**src/rtl/viterbi_pkg.sv**
```systemverilog
// Constants and types shared by the K=4 convolutional encoder and the Viterbi decoder.
package viterbi_pkg;

   localparam int unsigned K        = 4;
   localparam int unsigned TAIL_LEN = K - 1;
   localparam logic [K-1:0] G0_OCT  = 4'o17;
   localparam logic [K-1:0] G1_OCT  = 4'o15;

   typedef enum logic [1:0] {
      ST_IDLE = 2'd0,
      ST_RUN  = 2'd1,
      ST_TAIL = 2'd2
   } enc_state_e;

   // Generator MSB taps the bit being encoded; lower bits tap progressively older history.
   function automatic logic gen_parity(input logic [K-1:0] g, input logic b, input logic [K-2:0] sr);
      return ^(g & {b, sr[0], sr[1], sr[2]});
   endfunction

endpackage

```
**src/rtl/conv_enc_parity.sv**
```systemverilog
// Combinational G0/G1 parity for one code symbol: pair_o[1]=G0, pair_o[0]=G1.
module conv_enc_parity
   import viterbi_pkg::*;
(
   input  logic       b_i,
   input  logic [2:0] sr_i,
   output logic [1:0] pair_o
);

   always_comb begin
      pair_o    = '0;
      pair_o[1] = gen_parity(G0_OCT, b_i, sr_i);
      pair_o[0] = gen_parity(G1_OCT, b_i, sr_i);
   end

endmodule

```
**src/rtl/conv_encoder_k4.sv**
```systemverilog
// Rate-1/2 K=4 convolutional encoder with valid/ready streaming, zero-tail flush and frame bit count.
module conv_encoder_k4
   import viterbi_pkg::*;
#(
   parameter int unsigned CNT_W = 16
) (
   input  logic             clk,
   input  logic             rst,
   input  logic             in_valid,
   output logic             in_ready,
   input  logic             in_bit,
   input  logic             in_last,
   output logic             out_valid,
   input  logic             out_ready,
   output logic [1:0]       out_pair,
   output logic             out_last,
   output logic [CNT_W-1:0] frame_bits
);

   localparam logic [1:0] TAIL_LAST = 2'(TAIL_LEN - 1);

   enc_state_e       state_q, state_d;
   logic [2:0]       sr_q, sr_d;
   logic [1:0]       tail_cnt_q, tail_cnt_d;
   logic             out_valid_q, out_valid_d;
   logic [1:0]       out_pair_q, out_pair_d;
   logic             out_last_q, out_last_d;
   logic [CNT_W-1:0] frame_bits_q, frame_bits_d;

   logic       can_load;
   logic       in_xfer;
   logic       enc_bit;
   logic [1:0] pair;

   // Tail symbols always encode a zero; otherwise the incoming bit is encoded.
   assign enc_bit  = (state_q == ST_TAIL) ? 1'b0 : in_bit;
   assign can_load = !out_valid_q || out_ready;
   assign in_ready = !rst && (state_q != ST_TAIL) && can_load;
   assign in_xfer  = in_valid && in_ready;

   conv_enc_parity u_parity (
      .b_i    (enc_bit),
      .sr_i   (sr_q),
      .pair_o (pair)
   );

   always_comb begin
      state_d      = state_q;
      sr_d         = sr_q;
      tail_cnt_d   = tail_cnt_q;
      out_valid_d  = out_valid_q;
      out_pair_d   = out_pair_q;
      out_last_d   = out_last_q;
      frame_bits_d = frame_bits_q;

      if (out_valid_q && out_ready) out_valid_d = 1'b0;

      if (in_xfer) begin
         out_valid_d = 1'b1;
         out_pair_d  = pair;
         out_last_d  = 1'b0;
         sr_d        = {sr_q[1:0], in_bit};
         state_d     = in_last ? ST_TAIL : ST_RUN;
         if (state_q == ST_IDLE) begin
            frame_bits_d = CNT_W'(1);
         end else if (frame_bits_q != '1) begin
            frame_bits_d = frame_bits_q + CNT_W'(1);
         end
      end else if ((state_q == ST_TAIL) && can_load) begin
         out_valid_d = 1'b1;
         out_pair_d  = pair;
         if (tail_cnt_q == TAIL_LAST) begin
            out_last_d = 1'b1;
            tail_cnt_d = '0;
            sr_d       = '0;
            state_d    = ST_IDLE;
         end else begin
            out_last_d = 1'b0;
            tail_cnt_d = tail_cnt_q + 2'd1;
            sr_d       = {sr_q[1:0], 1'b0};
         end
      end
   end

   always_ff @(posedge clk) begin
      if (rst) begin
         state_q      <= ST_IDLE;
         sr_q         <= '0;
         tail_cnt_q   <= '0;
         out_valid_q  <= 1'b0;
         out_pair_q   <= '0;
         out_last_q   <= 1'b0;
         frame_bits_q <= '0;
      end else begin
         state_q      <= state_d;
         sr_q         <= sr_d;
         tail_cnt_q   <= tail_cnt_d;
         out_valid_q  <= out_valid_d;
         out_pair_q   <= out_pair_d;
         out_last_q   <= out_last_d;
         frame_bits_q <= frame_bits_d;
      end
   end

   assign out_valid  = out_valid_q;
   assign out_pair   = out_pair_q;
   assign out_last   = out_last_q;
   assign frame_bits = frame_bits_q;

endmodule

```
**config.mk**
```make
export PLATFORM = sky130hd
export DESIGN_NAME = conv_encoder_k4
export DESIGN_NICKNAME = d
export VERILOG_FILES = /design/src/rtl/viterbi_pkg.sv /design/src/rtl/conv_enc_parity.sv /design/src/rtl/conv_encoder_k4.sv
export SDC_FILE = /design/constraint.sdc
export NUM_CORES = 1
export LEC_CHECK = 0
export CAP_MARGIN = 25
export CORE_ASPECT_RATIO = 1.1
export CORE_MARGIN = 10
export CORE_UTILIZATION = 39
export CTS_CLUSTER_SIZE = 28
export DETAILED_ROUTE_END_ITERATION = 10
export PLACE_DENSITY = 0.68
export SKIP_CTS_REPAIR_TIMING = 1
export SKIP_LAST_GASP = 1
export SLEW_MARGIN = 20
export SYNTH_ARGS = -nofsm -noshare
export SYNTH_HDL_FRONTEND = slang
export SYNTH_HIERARCHICAL = 1
export SYNTH_SLANG_ARGS = --single-unit
```
**constraint.sdc**
```tcl
create_clock -name clk -period 3.24 [get_ports clk]
set_input_delay 0.81 -clock clk [delete_from_list [all_inputs] [get_ports clk]]
set_output_delay 0.81 -clock clk [all_outputs]
set_load 0.02 [all_outputs]
```
* Word level (Yosys, flattened, before mapping)
Index checks and enable logic that the tools add are counted.
** Storage, ports and cells
- Flip-flop bits (word level) :: 27
- Output and inout port bits :: 21
** Cells by class
- $add $sub $neg :: 2
- Equality and inequality tests :: 4
- Multiplexer cells :: 17
- Bitwise gates (word level) :: 1
- Reduce and logical (&&, ||, !) cells :: 19
** Operators with widths (number)
- 2-to-1 mux 16 bit :: 2
- adder 16 x 1 -> 16 bit, second input constant :: 1
- inequality test 16 bit, second input constant :: 1
- 2-to-1 mux 2 bit :: 7
- 2-to-1 mux 3 bit :: 3
- XOR reduction 4 bit :: 2
- AND reduction 2 bit :: 3
- nonzero test 2 bit :: 3
- logical AND 1 bit :: 5
- 2-to-1 mux 1 bit :: 5
- == test 2 bit, second input constant :: 2
- nonzero test 3 bit :: 1
- adder 2 x 1 -> 2 bit, second input constant :: 1
- logical NOT 1 bit :: 2
- logical NOT 2 bit :: 1
- inequality test 2 bit, second input constant :: 1
- OR reduction 2 bit :: 1
- logical OR 1 bit :: 1
- NOT 1 bit :: 1

* Depth between registers and ports, before layout
- Depth in word-level cells :: 6
- Depth in mapped cells :: 6

* By module
The synthesis kept the hierarchy.
** By module, submodules not included
- conv_encoder_k4 :: times used 1, cells each 176, area each 1532.7 µm², seq. area each 540.5 µm²
- conv_enc_parity :: times used 1, cells each 4, area each 42.5 µm², seq. area each 0.0 µm²

* Worst setup path after synthesis
OpenSTA, ideal clock, no wires.
- Path kind :: in2out
- Start :: input rst
- End :: output in_ready
- Data arrival time :: 1.606 ns
- Required time :: 2.430 ns
- Path slack :: 0.824 ns
- Cell stages on the path :: 3
- Path buffers :: 2
- Cell sequence :: clkbuf_8 -> clkbuf_8 -> nor3_1
** On the way
- Word-level cells in the longest chain between the ends :: 3
** Ends and longest elaborated chain
- start, declared :: line conv_encoder_k4.sv:8 : input logic rst,
- logical NOT 1 bit :: line conv_encoder_k4.sv:38 : assign in_ready = !rst && (state_q != ST_TAIL) && can_load;
- logical AND 1 bit (2 in series) :: line conv_encoder_k4.sv:38
- end, declared :: line conv_encoder_k4.sv:10 : output logic in_ready,
No other way between the ends.

* Worst setup path in the final report
- Start :: input out_ready
- End :: output in_ready
** On the way
- Word-level cells in the longest chain between the ends :: 2
** Ends and longest elaborated chain
- start, declared :: line conv_encoder_k4.sv:14 : input logic out_ready,
- logical OR 1 bit :: line conv_encoder_k4.sv:37 : assign can_load = !out_valid_q || out_ready;
- logical AND 1 bit :: line conv_encoder_k4.sv:38
No other way between the ends.

==> results_dict.tcl <==
set metrics [dict create \
    start_util 0.4004 \
    via_count 1489 \
    max_freq_mhz 341.4 \
    fillers 410 \
    grt_usage 0.1177 \
    num_antenna_cells 0 \
    place_inst 249 \
    drc_errors 0 \
    path_class "primary input to output port" \
    fin_tns_setup_ps 0 \
    area_delta_synth_final_pct 18.19 \
    grt_util_met3 0.03520 \
    multi_input_area_sq_um 913.4 \
    die_h_microns 86.66 \
    critPathArrivalTime_ps 2120 \
    synth_edf_count 0 \
    cts.sinks 27 \
    yosysTopAreaCellShare 0.3431 \
    fin_crit_sh 0.9040 \
    cp-start-kind "primary input" \
    dp_hpwl_microns 2915 \
    yosysMostFrequentCell "dfxtp_1" \
    grt.busiest_layer "met2" \
    grt_overflow 0 \
    ir_drop_mv 0.1424 \
    drive_above_1_share 0.09453 \
    synth_commonest_cells "dfxtp_1, nand2_1, a21oi_1, nand3_1, nor2_1" \
    io_buffers 26 \
    setup_violations 0 \
    fin_nets 209 \
    cp-end-kind "output port" \
    die_area_sq_mm 0.006984 \
    cts_tree "built" \
    worst_clock_skew_ps 5.306 \
    layout.cells.non_filler 253 \
    ys_ff_latch 27 \
    synthesis.area_sq_mm 0.001575 \
    avgRoutedWirePerCell_microns 15.93 \
    maxSlewHeadroom 0.5948 \
    outcome "complete, no violations" \
    synth_seq_area_share 0.3431 \
    yosys-top-cells-area "dfxtp_1, nand2_1, a21oi_1, clkbuf_8, nand3_1" \
    hold_path_class "register to register" \
    cts_made_buffers 3 \
    cts_root_buf "clkbuf_8" \
    regArea_sq_um 540.5 \
    finalMaxSlewViolations 0 \
    worstPathRequired_ps 2430 \
    worst_slew_pin_slew_ps 605.5 \
    grt_pass1_wl_microns 6900 \
    synthArstFlopShare 0 \
    postSynthNetCount 187 \
    cts_buffer_depth 2 \
    antenna_found_initial 0 \
    ios 27 \
    timing.final.ws_setup_ps 311.1 \
    syn_avg_cell_area_sq_um 8.751 \
    period_needed_ps 2929 \
    grt_start_max_net_pins 30 \
    use_met1 0.1470 \
    synthDistinctLibCells 56 \
    ys.flop_type "dfxtp_1" \
    ant_nets 0 \
    rsz0062_at_grt "no" \
    clk_pin_slew_ps 90 \
    drt_wl_total_microns 4031 \
    synthCells 180 \
    core_sq_mm 0.003934 \
    dp_worst_setup_slack_ps 301.6 \
    grtUsageMet2 0.1891 \
    netlist.top_cell.by_area "dfxtp_1" \
    htree_levels 1 \
    vias_per_cell 5.885 \
    grt_pass1_vias 1466 \
    firstDrtPassIters 4 \
    fin_hold_ws_ps 461.7 \
    maxCapViolations 0 \
    power_density_mw_per_mm2 336.4 \
    cp_max_fo 2 \
    globalplace.congestion 0.8167 \
    ys_warn_count 6 \
    initialDrtViolationCount 64 \
    hold_violations 0 \
    leakage_nw 0.5993 \
    rows 24 \
    clk_latency_ps 270 \
    die_x_microns 80.60 \
]
-- layout make-up --
class / count / area share
Clock buffer: 4 / 0.02419
Inverter: 6 / 0.01210
Multi-Input combinational cell: 136 / 0.4906
Sequential cell: 27 / 0.2903
Tap cell: 52 / 0.03495
Timing Repair Buffer: 28 / 0.1478
-- logic make-up (layout without fill, tap and decap cells) --
group           Yosys count  count (layout)  synth area share
flops                    27              27            0.3431
fa+ha+maj                 1               1          0.007942
mux                       3               3           0.01906
xor+xnor                  4               4           0.02701
simple gates             77              77            0.2883
buf+inv                  17              38           0.07704
compound gates           51              51            0.2375
-- final timing paths --
path	from	endpoint	slack, ps	cells after the start
worst max-delay path	out_ready	in_ready	310	4
worst min-delay path	out_last	out_last	460	2
worst max register to register	frame_bits[0]	frame_bits[5]	1370	5
worst min register to register	out_last	out_last	460	2
-- state kept, by name, summed over array words and instances (netlist names) --
register	cells
out_last	1
state_q	2
out_pair	2
sr_q	3
out_valid	1
tail_cnt_q	2
frame_bits	16
-- layer usage --
metal,vias to the layer above,part of all wire
met4,0,0.0092
met1,712,0.46
li1,731,-
met2,42,0.45
met3,4,0.076
met5,-,0
-- power by group --
group	switching, mW	internal, mW	leakage, nW
Combinational	0.0478	0.0364	0.358
Clock	0.107	0.0881	0.0228
Sequential	0.00784	0.339	0.219
Total	0.163	0.464	0.599
-- critical path, stage by stage --
cell	delay, ps
clkdlybuf4s50_1	470
nor2b_1	60
nor3_1	140
clkdlybuf4s50_1	630
-- cell usage in the layout (no fill, tap or decap), types with 4 or more instances in the layout --
cell,n
nor3_1,5
nand4_1,5
dfxtp_1,27
a221oi_1,5
nand2b_1,5
o21ai_0,5
nand3_1,10
a31oi_1,4
or3_1,4
nor2_1,8
and3_1,4
a21oi_1,11
clkdlybuf4s50_1,26
inv_1,6
o211ai_1,5
nand2_1,15
-- per-stage QoR --
stage               utilization  power [mW]  area [sq um]
finish                   0.4733      0.6264          1862
global route             0.4733      0.6536          1862
CTS                      0.4733      0.6303          1862
detailed placement       0.4618      0.4390          1817
global placement         0.4618      0.4383          1817
floorplan                     -      0.4135          1575
Note: power is estimated with default switching activity, not from simulation.
==> RTL edit: new RTL, same settings <==
The parameter `CNT_W` goes from 16 to 24.
--- a/src/rtl/conv_encoder_k4.sv
+++ b/src/rtl/conv_encoder_k4.sv
@@ -4,3 +4,3 @@
 #(
-   parameter int unsigned CNT_W = 16
+   parameter int unsigned CNT_W = 24
 ) (
Ports: changed (resized frame_bits); port bits go from 27 to 35. The function was not compared with the original's and may differ.
==> RTL edit against the unedited design <==
  * Sequential power rose by 29%
  * Critical endpoint unchanged
  * Clock skew rose by 0.0037 ns
  * Count of clock-buffer cells in the layout rose by 2
  * Design area rose by 25%
  * Sequential cell count rose by 8
  * Power rose by 39%
  * Worst setup slack barely moved
  * Area after synthesis rose by 17%
  * Synthesized cell count rose by 30%
  * Combinational power rose by 22%
  * Register-to-register slack got worse by 0.78 ns
  * Wire length rose by 21%
==> RTL edit: results (changes against the unedited design) <==
drt pass-1 iters=4 (unchanged); Iter 0 DRT Violations=158 (+150%); status=finished clean; Leak=0.738 nW (+23%); synth warn=6 (unchanged); worst slew pin tran=0.902 ns (+0.297 ns); clk_lat worst skew=0.29 ns (+0.02 ns); port buffer count=34 (+31%); gr usage total=12.9% (+1.2 points); worst min path class=reg -> reg; CP arrival=2.12 ns (about the same); vias in the first global route=1801 (+23%); dpl cell area=2230 µm² (+23%); Synth area leaders=dfxtp_1 (38%), a21oi_1 (5.7%), nor2_1 (5.7%); syn_nets=241 (+29%); share of cells above drive strength 1=8.55% (-0.90 points); TritonCTS buffer count=5 (+2); Max FO, Critical Path=3 (+1); gpl congestion=0.836 (+2.3%); final-layout fill cell count=459 (+12%); Net count, final=276 (+32%); VDD IR max=0.171 mV (+20%); CTS H-tree depth=2 (+1); Worst-path clk slew=0.07 ns (-0.02 ns); Distinct cells, synth=45 (-20%); Worst Skew=0.00897 ns (+0.00367 ns); synth cell count leaders=dfxtp_1 (35), nor2_1 (28), nand2_1 (27), a21oi_1 (21), o21ai_0 (15); Vias/cell=5.63 (-4.4%); largest net degree at the start of global routing=27 (-10%); Hold Crit Start=out_last; Seq/Total Area, Yosys=38.2% (+3.9 points); Largest register FFs=24 (+8); first-pass GRT wire length=8600 µm (+25%); post-DP HPWL=3500 µm (+20%); per-cell routed wire length=15.0 µm (-5.7%)
[RTL edit: kinds of logic after synthesis]
group,count (synthesis),share of synthesized area [%]
adders and majority gates,1,0.682
AOI/OAI and AO/OA,62,21.2
xor gates and xnor gates,4,2.32
muxes,2,1.09
buffers and inverters,12,2.73
and+or+nand+nor,118,33.8
DFF,35,38.2
[RTL edit: final timing paths]
path                            cells past startpoint        endpoint  slack (ns)
worst min register to register                      2        out_last        0.47
worst min-delay path                                2        out_last        0.47
worst max register to register                      6  frame_bits[20]        0.59
worst max-delay path                                4        in_ready        0.31
[RTL edit: per-layer routing]
layer / global-route usage (%) / share of wire [%] / vias to the layer above
li1: - / - / 935
met1: 14.6 / 42 / 837
met2: 21.7 / 48 / 50
met3: 4.16 / 7.6 / 7
met4: 5.63 / 1.6 / 0
met5: 0 / 0 / -
[RTL edit: worst max-delay path: stages]
cell             delay, ns
clkdlybuf4s50_1       0.47
nor2b_1               0.07
nor3_1                0.14
clkdlybuf4s50_1       0.63
[RTL edit: power by group]
group / internal (mW) / switching [mW]
clock network: 0.167 / 0.153
registers: 0.438 / 0.00910
logic: 0.0410 / 0.0621
[RTL edit: cell type report]
class	instances	area [µm²]	area share, %
clock buffer	6	82.6	3.56
clock inverter	1	5.00	0.216
inverter	2	7.51	0.323
multi-input combinational	187	1080	46.7
sequential	35	701	30.2
tap	56	70.1	3.02
timing repair buffer	38	370	16.0
[RTL edit: per-stage QoR]
| step | hold WS [ns] | instances | worst slack, ns |
|---|---|---|---|
| 2_1_floorplan | 0.449 | 234 | 0.709 |
| 3_3_place_gp | 0.460 | 318 | 0.321 |
| 3_5_place_dp | 0.466 | 318 | 0.310 |
| 4_1_cts | 0.481 | 325 | 0.295 |
| 5_1_grt | 0.502 | 325 | 0.197 |
| 6_report | 0.473 | 325 | 0.311 |
